### config.mk
export PLATFORM = sky130hd
export DESIGN_NAME = gen_test_pulse_ttl
export DESIGN_NICKNAME = d
export VERILOG_FILES = /design/src/rtl/gen_test_pulse_ttl.sv
export SDC_FILE = /design/constraint.sdc
export NUM_CORES = 1
export LEC_CHECK = 0
export BUFFER_PORTS_ARGS = -buffer_cell sky130_fd_sc_hd__buf_2
export CAP_MARGIN = 10
export CORE_AREA = 2 2 55 77
export CTS_BUF_LIST = sky130_fd_sc_hd__clkbuf_8 sky130_fd_sc_hd__clkbuf_16
export DETAILED_ROUTE_END_ITERATION = 6
export DIE_AREA = 0 0 57 79
export GPL_ROUTABILITY_DRIVEN = 0
export PLACE_DENSITY = 0.68
export SLEW_MARGIN = 20
export SYNTH_ARGS = -nofsm -noshare
export SYNTH_HDL_FRONTEND = slang
export SYNTH_SLANG_ARGS = --single-unit
### constraint.sdc
create_clock -name clk_100Mz -period 2.5 [get_ports clk_100Mz]
set_input_delay 0.125 -clock clk_100Mz [delete_from_list [all_inputs] [get_ports clk_100Mz]]
set_output_delay 0.125 -clock clk_100Mz [all_outputs]
set_load 0.02 [all_outputs]
### src/rtl/gen_test_pulse_ttl.sv
// gen_test_pulse_ttl
// Test-pulse generator for the TTL result channel. Each rising edge of the
// 1 MHz frame reference starts a burst of cnt_pulse_req high-then-low pulses
// on res_ttl_out. The number of falling edges driven in the previous frame is
// reported on cnt_sent, so a loopback test can compare sent against received.
//
// Ports:
//   clk_100Mz      in   system clock, 100 MHz
//   rst            in   asynchronous active-high reset
//   clk_1Mz        in   frame reference, asynchronous, 2-FF synchronised here
//   en             in   generator enable, sampled at the frame strobe
//   cnt_pulse_req  in   pulses requested per frame, latched at the frame strobe
//   res_ttl_out    out  generated TTL pulse train, idles low (registered)
//   busy           out  high while a burst is in progress (registered)
//   cnt_sent       out  falling edges driven in the previous frame
//   frame_err      out  one-cycle pulse when a burst overran its frame
//
// Optional feature, macro GEN_TEST_PULSE_LOOPBACK_EN:
//   res_ttl_loop_in in   loopback of the TTL line, 2-FF synchronised here
//   loop_mismatch   out  at each frame strobe: received count != sent count
module gen_test_pulse_ttl #(
  parameter int PULSE_HIGH = 2,
  parameter int PULSE_LOW  = 2,
  parameter int CNT_W      = 8
) (
  input  logic             clk_100Mz,
  input  logic             rst,
  input  logic             clk_1Mz,
  input  logic             en,
  input  logic [CNT_W-1:0] cnt_pulse_req,
`ifdef GEN_TEST_PULSE_LOOPBACK_EN
  input  logic             res_ttl_loop_in,
  output logic             loop_mismatch,
`endif
  output logic             res_ttl_out,
  output logic             busy,
  output logic [CNT_W-1:0] cnt_sent,
  output logic             frame_err
);

  localparam int PH_MAX = (PULSE_HIGH > PULSE_LOW) ? PULSE_HIGH : PULSE_LOW;
  localparam int PH_W   = $clog2(PH_MAX + 1);
  localparam logic [PH_W-1:0] HI_LAST = PH_W'(PULSE_HIGH - 1);
  localparam logic [PH_W-1:0] LO_LAST = PH_W'(PULSE_LOW - 1);

  typedef enum logic [1:0] {
    S_IDLE = 2'd0,
    S_HIGH = 2'd1,
    S_LOW  = 2'd2
  } state_t;

  state_t           state_q, state_d;
  logic [PH_W-1:0]  ph_q, ph_d;
  logic [CNT_W-1:0] sent_q, sent_d;
  logic [CNT_W-1:0] req_q, req_d;
  logic [CNT_W-1:0] cnt_sent_q, cnt_sent_d;
  logic             frame_err_q, frame_err_d;
  logic             out_q, busy_q;
  logic             sync1_q, sync2_q, sync3_q;
  logic             fs_s;
  logic [CNT_W-1:0] sent_inc_s;

  // Frame reference synchroniser; the third stage feeds the edge detector.
  always_ff @(posedge clk_100Mz or posedge rst) begin
    if (rst) begin
      sync1_q <= 1'b0;
      sync2_q <= 1'b0;
      sync3_q <= 1'b0;
    end else begin
      sync1_q <= clk_1Mz;
      sync2_q <= sync1_q;
      sync3_q <= sync2_q;
    end
  end

  assign fs_s = sync2_q & ~sync3_q;

  // Pulse count saturates instead of wrapping.
  assign sent_inc_s = (sent_q == {CNT_W{1'b1}}) ? sent_q : sent_q + CNT_W'(1);

  // Next-state logic: the frame strobe overrides whatever the burst is doing.
  always_comb begin
    state_d     = state_q;
    ph_d        = ph_q;
    sent_d      = sent_q;
    req_d       = req_q;
    cnt_sent_d  = cnt_sent_q;
    frame_err_d = 1'b0;
    if (fs_s) begin
      // Only completed pulses are in sent_q; a pulse still high is dropped.
      cnt_sent_d  = sent_q;
      sent_d      = {CNT_W{1'b0}};
      frame_err_d = (state_q != S_IDLE);
      ph_d        = {PH_W{1'b0}};
      if (en && (cnt_pulse_req != {CNT_W{1'b0}})) begin
        req_d   = cnt_pulse_req;
        state_d = S_HIGH;
      end else begin
        state_d = S_IDLE;
      end
    end else begin
      case (state_q)
        S_IDLE: begin
          state_d = S_IDLE;
        end
        S_HIGH: begin
          if (ph_q == HI_LAST) begin
            ph_d   = {PH_W{1'b0}};
            sent_d = sent_inc_s;
            if (sent_inc_s == req_q) begin
              state_d = S_IDLE;
            end else begin
              state_d = S_LOW;
            end
          end else begin
            ph_d = ph_q + PH_W'(1);
          end
        end
        S_LOW: begin
          if (ph_q == LO_LAST) begin
            ph_d    = {PH_W{1'b0}};
            state_d = S_HIGH;
          end else begin
            ph_d = ph_q + PH_W'(1);
          end
        end
        default: begin
          state_d = S_IDLE;
          ph_d    = {PH_W{1'b0}};
        end
      endcase
    end
  end

  // State, counters and registered outputs (outputs decoded from next state).
  always_ff @(posedge clk_100Mz or posedge rst) begin
    if (rst) begin
      state_q     <= S_IDLE;
      ph_q        <= {PH_W{1'b0}};
      sent_q      <= {CNT_W{1'b0}};
      req_q       <= {CNT_W{1'b0}};
      cnt_sent_q  <= {CNT_W{1'b0}};
      frame_err_q <= 1'b0;
      out_q       <= 1'b0;
      busy_q      <= 1'b0;
    end else begin
      state_q     <= state_d;
      ph_q        <= ph_d;
      sent_q      <= sent_d;
      req_q       <= req_d;
      cnt_sent_q  <= cnt_sent_d;
      frame_err_q <= frame_err_d;
      out_q       <= (state_d == S_HIGH);
      busy_q      <= (state_d != S_IDLE);
    end
  end

  assign res_ttl_out = out_q;
  assign busy        = busy_q;
  assign cnt_sent    = cnt_sent_q;
  assign frame_err   = frame_err_q;

`ifdef GEN_TEST_PULSE_LOOPBACK_EN
  logic             lsync1_q, lsync2_q, lsync3_q;
  logic [CNT_W-1:0] loop_cnt_q;
  logic             loop_mismatch_q;
  logic             lfall_s;

  assign lfall_s = lsync3_q & ~lsync2_q;

  // Loopback synchroniser, per-frame falling-edge counter and comparison.
  always_ff @(posedge clk_100Mz or posedge rst) begin
    if (rst) begin
      lsync1_q        <= 1'b0;
      lsync2_q        <= 1'b0;
      lsync3_q        <= 1'b0;
      loop_cnt_q      <= {CNT_W{1'b0}};
      loop_mismatch_q <= 1'b0;
    end else begin
      lsync1_q <= res_ttl_loop_in;
      lsync2_q <= lsync1_q;
      lsync3_q <= lsync2_q;
      if (fs_s) begin
        loop_mismatch_q <= (loop_cnt_q != sent_q);
        loop_cnt_q      <= {CNT_W{1'b0}};
      end else if (lfall_s && (loop_cnt_q != {CNT_W{1'b1}})) begin
        loop_cnt_q <= loop_cnt_q + CNT_W'(1);
      end
    end
  end

  assign loop_mismatch = loop_mismatch_q;
`endif

endmodule

; After elaboration in Yosys (flattened, before gate mapping)
; Index checks and enable logic that the tools add are counted.
[totals]
register_bits = 34
latch_bits = 0
ram_bits = 0
mem_bits_ro = 0
inputBits = 12
output_inout_bits = 11
wordCells = 46
mem_count = 0
[classes]
add_sub_neg = 2
multipliers = 0
div = 0
n_lt_le_gt_ge = 0
n_eq_ne = 7
n_shift = 0
n_mux = 14
bitwise = 2
n_reduce_logical = 10
[ops]
columns = op, n
row1 = 8-bit two-way mux, 4
row2 = 2-bit two-way mux, 6
row3 = "8-bit by 1-bit adder with 8-bit output, second input constant", 1
row4 = 8-bit == test, 1
row5 = "8-bit == test, second input constant", 1
row6 = 2-bit case mux with 2 select lines, 2
row7 = 2-bit nonzero test, 4
row8 = 8-bit nonzero test, 1
row9 = "2-bit by 1-bit == test with 1-bit output, second input constant", 3
row10 = 2-bit AND reduction, 2
row11 = "2-bit by 1-bit adder with 2-bit output, second input constant", 1
row12 = "2-bit == test, second input constant", 1
row13 = 2-bit logical NOT, 1
row14 = 1-bit two-way mux, 2
row15 = "2-bit != test, second input constant", 1
row16 = 2-bit OR reduction, 1
row17 = 1-bit bitwise AND, 1
row18 = 1-bit logical AND, 1
row19 = 1-bit inverter, 1

; Logic depth before layout (Yosys ltp)
; Gate-level depths: netlist (run 1).
[depth]
depth_word = 8
mapped_depth = 8
ltp_nobuf = 8

; Worst setup path after synthesis (run 1)
; Ideal clock, no wire load.
[synth_timing]
path_type = flip-flop to flip-flop
start = reg sent_q[0]
end = reg out_q, in the netlist res_ttl_out
setup_ps = 66
arrival_ps = 1903
required_ps = 2434
slack_ps = 531
path_stages_with_launch = 9
n_path_buf = 1
period_less_slack_ps = 1969
cell_sequence = dfrtp_1 > ha_1 > and4_4 > buf_6 > and2_1 > o32ai_2 > o221ai_2 > o2111ai_2 > and2_1
[synth_between]
elab_chain_cells = 8
word_cells_on_any_way = 9
classes_between = add/sub (1) / eq/ne (3) / mux (5)
[synth_rtl]
columns = item, line
row1 = "start, declared", 54  ; logic [CNT_W-1:0] sent_q, sent_d;
row2 = "start signal, assigned", 140  ; sent_q <= {CNT_W{1'b0}};
row3 = "start signal, assigned", 149  ; sent_q <= sent_d;
row4 = 8-bit by 1-bit adder with 8-bit output / 8-bit == test (equally long branches), 79  ; assign sent_inc_s = (sent_q == {CNT_W{1'b1}}) ? sent_q : sent_q + CNT_W'(1);
row5 = 8-bit two-way mux (*), 79
row6 = 8-bit == test (*), 110  ; if (sent_inc_s == req_q) begin
row7 = 2-bit two-way mux (*), 110
row8 = 2-bit two-way mux (*), 107  ; if (ph_q == HI_LAST) begin
row9 = 2-bit case mux with 2 select lines (*), 102  ; case (state_q)
row10 = 2-bit two-way mux (*), 89  ; if (fs_s) begin
row11 = 2-bit by 1-bit == test with 1-bit output (*), 153  ; out_q <= (state_d == S_HIGH);
row12 = "end signal, assigned", 153
row13 = "end, declared", 58  ; logic out_q, busy_q;
; Every way passes the cells marked *; elsewhere a longest branch is shown, timed or not.
; A chain may end at the register's enable or synchronous reset.

; Worst setup path after layout (run 1)
; Same ends and word-level chain as after synthesis.

==> flow_summary.json, run 1 <==
{
  "clock_sinks": 34,
  "place_inst": 249,
  "hold_path.class": "input pin to flop",
  "crit_buf_inv": 0,
  "setup_ws_ps": 271,
  "cts_root_buf": "clkbuf_8",
  "synth_ff_type": "dfrtp_1",
  "run_status": "complete, no violations",
  "synth.avg_cell_area_um2": 9.59,
  "overflow": 0,
  "grt_pass1_vias": 1480,
  "slew_violations": 0,
  "cts_tree": "done",
  "die_w_um": 57,
  "setup_viol": 0,
  "syn2layout_area_growth_pct": 11.5,
  "worstSetupPathDepth": 7,
  "seqPwrFrac_pct": 52.1,
  "tightest_slew_ps": 628,
  "gr-usage-met3_pct": 4.23,
  "postRouteAntennaNets": 0,
  "drive_gt1_share_pct": 22.2,
  "r2r-end": "res_ttl_out",
  "path_max_fanout": 7,
  "yosys_warnings": 0,
  "maxSlewHeadroom_pct": 58.1,
  "busiest_layer": "met2",
  "drt_iter0_drc": 38,
  "switching_share_pct": 25.2,
  "timing.fmax_mhz": 449,
  "wl_per_cell_um": 14.8,
  "dr_total_vias": 1445,
  "antenna_found_initial": 0,
  "fin_skew_ps": 3.32,
  "fill_cells": 362,
  "hold_viol": 0,
  "nets": 231,
  "pre_cts_ws_ps": 332,
  "fin_crit_sh_pct": 89.2,
  "fp.dieH_um": 79,
  "path_cells": "ha_1 > nand4_1 > o21ai_0 > a21oi_1 > o221ai_2 > o2111ai_2 > and2_1",
  "syn_nets": 208,
  "cp_top_family": "compound AO/OA/AOI/OAI gates",
  "synthCells": 192,
  "reg2reg_depth": 7,
  "worstPathRequired_ps": 2680,
  "placed_area_um2": 1940,
  "cap_viol_max_count": 0,
  "power_leakage_uw": 0.000974,
  "cts.htree.levels": 2,
  "grt_usage_pct": 19.1,
  "ys_top_cells_by_area": "dfrtp_1 46%, nand2_1 6.9%, mux2_2 3.7%, ha_1 2.7%, a21oi_1 2.4%",
  "multi_input_area_um2": 867,
  "start_util_pct": 47.8,
  "cpMaxStageDelayCell": "dfrtp_1",
  "dr.pass1.iters": 4,
  "endpoint": "res_ttl_out",
  "rsz0062_at_grt": "false",
  "worstSetupPathType": "flop to flop",
  "critPathLaunch": "sent_q[0]",
  "start_kind": "flop",
  "dieArea_um2": 4500,
  "clkTransAtPathRegs_ps": 70,
  "syn_area_um2": 1840,
  "seq_area_frac_synth_pct": 46.2,
  "routed_wl_um": 3830,
  "grt_start_max_net_pins": 19,
  "io_buffer_count": 22,
  "synth_seq_cells": 34,
  "postCtsResizedCells": 0,
  "synth_edf_count": 0,
  "ys_async_sr_fraction_pct": 100,
  "synth_top_cell_by_area": "dfrtp_1",
  "core-area_um2": 3850,
  "power.density_nw_per_um2": 564,
  "synth.top_cell.area_share_pct": 46.2,
  "rows": 27,
  "comb_power_share_pct": 11.7,
  "irDropWorstVdd_uv": 475,
  "endpoint_kind": "flop",
  "cts_buffer_depth": 2,
  "clock_latency_ps": 280,
  "numCtsBuffers": 5,
  "cp_slowest_stage_delay_ps": 500,
  "clock_power_share_pct": 36.2,
  "final_cell_area_um2": 2050,
  "p_int_uw": 866,
  "via_per_inst": 5.58,
  "ys_types": 47,
  "ff2ff_setup_slack_ps": 270,
  "dp_hpwl_um": 2860,
  "finalSetupTns_ps": 0,
  "period_minus_slack_ps": 2230,
  "met1_usage_pct": 22.7,
  "route.detailed.drc": 0,
  "hold_ws_ps": 61.3,
  "seq_area_um2": 851,
  "pin_count": 23,
  "final_cells": 259,
  "use_met2_pct": 32.4,
  "grt_pass1_wl_um": 6620,
  "cp.arrival_ps": 2400,
  "p_switching_uw": 292,
  "r2r-start": "sent_q[0]",
  "diodes": 0
}
[layer usage]
metal	share of wire [%]	up-vias
met5	0	-
met4	3.5	0
met3	3.0	16
met2	52	37
met1	41	687
li1	-	705
[cells by family after synthesis]
kind of cell             Yosys count  synth area share [%]
AO/OA/AOI/OAI                     33                  12.2
XOR/XNOR                           8                  4.21
buffers and inverters             20                  6.73
flip-flops                        34                  46.2
adder cells (fa/ha/maj)            4                  2.72
multiplexers                       9                  5.30
AND/OR/NAND/NOR                   84                  22.7
[registers in the layout (all words and copies together), names as in the netlist]
register,cells
sync2_q,1
frame_err,1
req_q,8
sync1_q,1
ph_q,2
sent_q,8
sync3_q,1
busy,1
cnt_sent,8
state_q,2
res_ttl_out,1
[cells in the mapped netlist (3+ instances only)]
cell type and instances:
nand2b_1 4, clkbuf_1 3, inv_1 9, o21ai_0 9
mux2_2 6, and2_1 3, a21oi_1 9, dfrtp_1 34
buf_6 3, xor2_1 4, nand2_1 34, nor3_1 7
mux2i_1 3, ha_1 4, nor2_1 10, xnor2_1 3
nor4_1 4, nand3_1 7
[worst min-delay path by stage]
stage	endpoint	cells past startpoint	start	slack (ps)
after floorplan	sync1_q	0	clk_1Mz	160
after global placement	sync1_q	1	clk_1Mz	230
after detailed placement	sync2_q	2	rst	240
after CTS	req_q[1]	3	cnt_pulse_req[1]	60
after global routing	req_q[7]	3	cnt_pulse_req[7]	80
final	req_q[1]	3	cnt_pulse_req[1]	60
[per-stage QoR]
stage,total power (uW),util (%)
floorplan,708,-
global placement,745,50.3
detailed placement,749,50.3
CTS,1170,53.3
global route,1220,53.3
finish,1160,53.3
[repair_timing]
item,CTS,global route
hold buffers,2,0
buffers inserted,0,0
endpoints found under the hold margin,17,0
[layout by cell type, fill, tap and decap left out, types with 4 or more instances in the layout]
cell type,n
nand3_1,7
nand2_1,34
buf_2,22
inv_1,9
nor3_1,7
nor2_1,10
nor4_1,4
xor2_1,4
dfrtp_1,34
nand2b_1,4
ha_1,4
o21ai_0,9
a21oi_1,9
clkbuf_8,6
mux2_2,6
[worst min-delay path, stage by stage]
cell     delay [ps]
buf_2            90
nand2_1          40
o21ai_0          60
[power by group through the flow]
stage / Combinational [uW] / Sequential, uW / Clock (uW)
after floorplan: 99.4 / 609 / 0
after global placement: 132 / 613 / 0
after detailed placement: 135 / 614 / 0
after CTS: 137 / 604 / 433
after global routing: 154 / 607 / 461
final: 135 / 604 / 420
[cell type report]
class | instances | share of cell area (%)
tap | 43 | 2.62
multi-input combinational | 138 | 42.2
clock inverter | 2 | 0.609
sequential | 34 | 41.4
clock buffer | 6 | 4.02
inverter | 9 | 1.65
timing repair buffer | 27 | 7.43
(Power assumes the default switching activity.)
==> inputs of run 2 (changes only) <==
--- a/config.mk
+++ b/config.mk
@@ -13,6 +13,7 @@
 export DIE_AREA = 0 0 57 79
 export GPL_ROUTABILITY_DRIVEN = 0
 export PLACE_DENSITY = 0.68
+export RECOVER_POWER = 100
 export SLEW_MARGIN = 20
 export SYNTH_ARGS = -nofsm -noshare
 export SYNTH_HDL_FRONTEND = slang
==> run 2 against run 1 <==
Effect of this change:
- setup slack lost 24 ps
- global-route usage unchanged
- maximum frequency shrank 1.1%
- clock skew barely moved
- design area fell by 1.6%
- power is 0.17% lower
- combinational power about the same
- sequential power about the same
- clock power about the same
- largest power group unchanged
==> flow_summary.json, run 2 (same netlist as run 1, synthesis figures left out) <==
{
  "drt_iter0_drc": 37,
  "run_status": "complete, no violations",
  "pin_count": 23,
  "fp.dieH_um": 79,
  "route.detailed.drc": 0,
  "start_util_pct": 47.8,
  "die_w_um": 57,
  "slew_violations": 0,
  "io_buffer_count": 22,
  "utilization_pct": 52.4,
  "final_cell_area_um2": 2020,
  "wl_per_cell_um": 14.8,
  "cts_root_buf": "clkbuf_8",
  "hold_path.class": "input pin to flop",
  "tightest_slew_ps": 999,
  "numCtsBuffers": 5,
  "power.density_nw_per_um2": 573,
  "path_cells": "ha_1 > nand4_1 > o21ai_0 > and3_1 > o221ai_2 > o2111ai_1 > and2_0",
  "drive_gt1_share_pct": 14.8,
  "clock_sinks": 34,
  "antenna_found_initial": 0,
  "crit_buf_inv": 0,
  "grt_pass1_vias": 1480,
  "maxSlewHeadroom_pct": 33.4,
  "clock_latency_ps": 290,
  "cts_tree": "done",
  "worstSetupPathDepth": 7,
  "postCtsSetupRepairBufs": 0,
  "grt_start_max_net_pins": 19,
  "period_minus_slack_ps": 2250,
  "worstSetupPathType": "flop to flop",
  "grt_usage_pct": 19.1,
  "postCtsHoldBufs": 2,
  "cp_slowest_stage_delay_ps": 500,
  "r2r-end": "res_ttl_out",
  "cts.htree.levels": 2,
  "dr_total_vias": 1452,
  "final_cell_mix": "34 x nand2_1, 34 x dfrtp_1, 14 x clkbuf_1",
  "routed_wl_um": 3830,
  "fill_cells": 378,
  "clkTransAtPathRegs_ps": 70,
  "rsz0062_at_grt": "false",
  "dr.pass1.iters": 4,
  "cts_buffer_depth": 2,
  "timing.fmax_mhz": 444,
  "grt_pass1_wl_um": 6620,
  "hold_viol": 0,
  "cp_top_family": "compound AO/OA/AOI/OAI gates",
  "nets": 231,
  "finalSetupTns_ps": 0,
  "dieArea_um2": 4500,
  "rows": 27,
  "ff2ff_setup_slack_ps": 250,
  "r2r-start": "sent_q[0]",
  "overflow": 0,
  "cpMaxStageDelayCell": "dfrtp_1",
  "fin_crit_sh_pct": 90.1,
  "cp.arrival_ps": 2480,
  "setup_viol": 0,
  "irDropWorstVdd_uv": 469,
  "dp_hpwl_um": 2860,
  "endpoint": "res_ttl_out",
  "placed_area_um2": 1940,
  "postRouteAntennaNets": 0,
  "core-area_um2": 3850,
  "reg2reg_depth": 7,
  "endpoint_kind": "flop",
  "start_kind": "flop",
  "fin_skew_ps": 2.88,
  "postCtsResizedCells": 0,
  "critPathLaunch": "sent_q[0]",
  "worstPathRequired_ps": 2720,
  "cap_viol_max_count": 0,
  "power_leakage_uw": 0.000913,
  "syn2layout_area_growth_pct": 9.65,
  "diodes": 0,
  "via_per_inst": 5.61,
  "path_max_fanout": 7
}
==> run 2: where the power goes <==
| part | leakage [uW] | internal (uW) | switching (uW) | total (uW) |
|---|---|---|---|---|
| clock | 0.0000472 | 221 | 200 | 421 |
| combinational | 0.000416 | 62.5 | 69.3 | 132 |
| sequential | 0.000450 | 580 | 23.9 | 604 |
| total | 0.000913 | 864 | 293 | 1160 |
==> run 2: layout make-up <==
cell class / count / area (um^2) / area share [%]
Sequential cell: 34 / 851 / 42.1
Clock buffer: 6 / 82.6 / 4.09
Multi-Input combinational cell: 138 / 858 / 42.5
Timing Repair Buffer: 27 / 128 / 6.32
Inverter: 9 / 33.8 / 1.67
Clock inverter: 2 / 12.5 / 0.620
Tap cell: 43 / 53.8 / 2.66
==> run 2: worst min-delay path by stage <==
stage | slack [ps] | startpoint | cells past startpoint | to
floorplan | 160 | clk_1Mz | 0 | sync1_q
global placement | 230 | clk_1Mz | 1 | sync1_q
detailed placement | 240 | rst | 2 | sync2_q
CTS | 60 | cnt_pulse_req[1] | 3 | req_q[1]
global route | 80 | cnt_pulse_req[7] | 3 | req_q[7]
finish | 60 | cnt_pulse_req[7] | 3 | req_q[7]
==> run 2: per-layer routing <==
layer | vias up | GRT usage, % | wire [um]
li1 | 707 | - | -
met1 | 704 | 22.7 | 1580
met2 | 31 | 32.4 | 2030
met3 | 10 | 4.23 | 116
met4 | 0 | 9.30 | 106
met5 | - | 0 | 0
==> run 2: worst reg2reg max path, stage by stage, from the launching register on <==
cell and delay (ps):
dfrtp_1 500, ha_1 320, nand4_1 290, o21ai_0 290, and3_1 200, o221ai_2 100
o2111ai_1 330, and2_0 170
==> run 2: through the flow <==
step	setup WS (ps)	hold slack, ps	total power (uW)	std cells
5_1_grt	60.7	78.5	1220	259
3_5_place_dp	332	235	749	249
4_1_cts	312	59.1	1170	259
6_report	247	61.3	1160	259
2_1_floorplan	531	156	708	192
3_3_place_gp	419	234	745	249
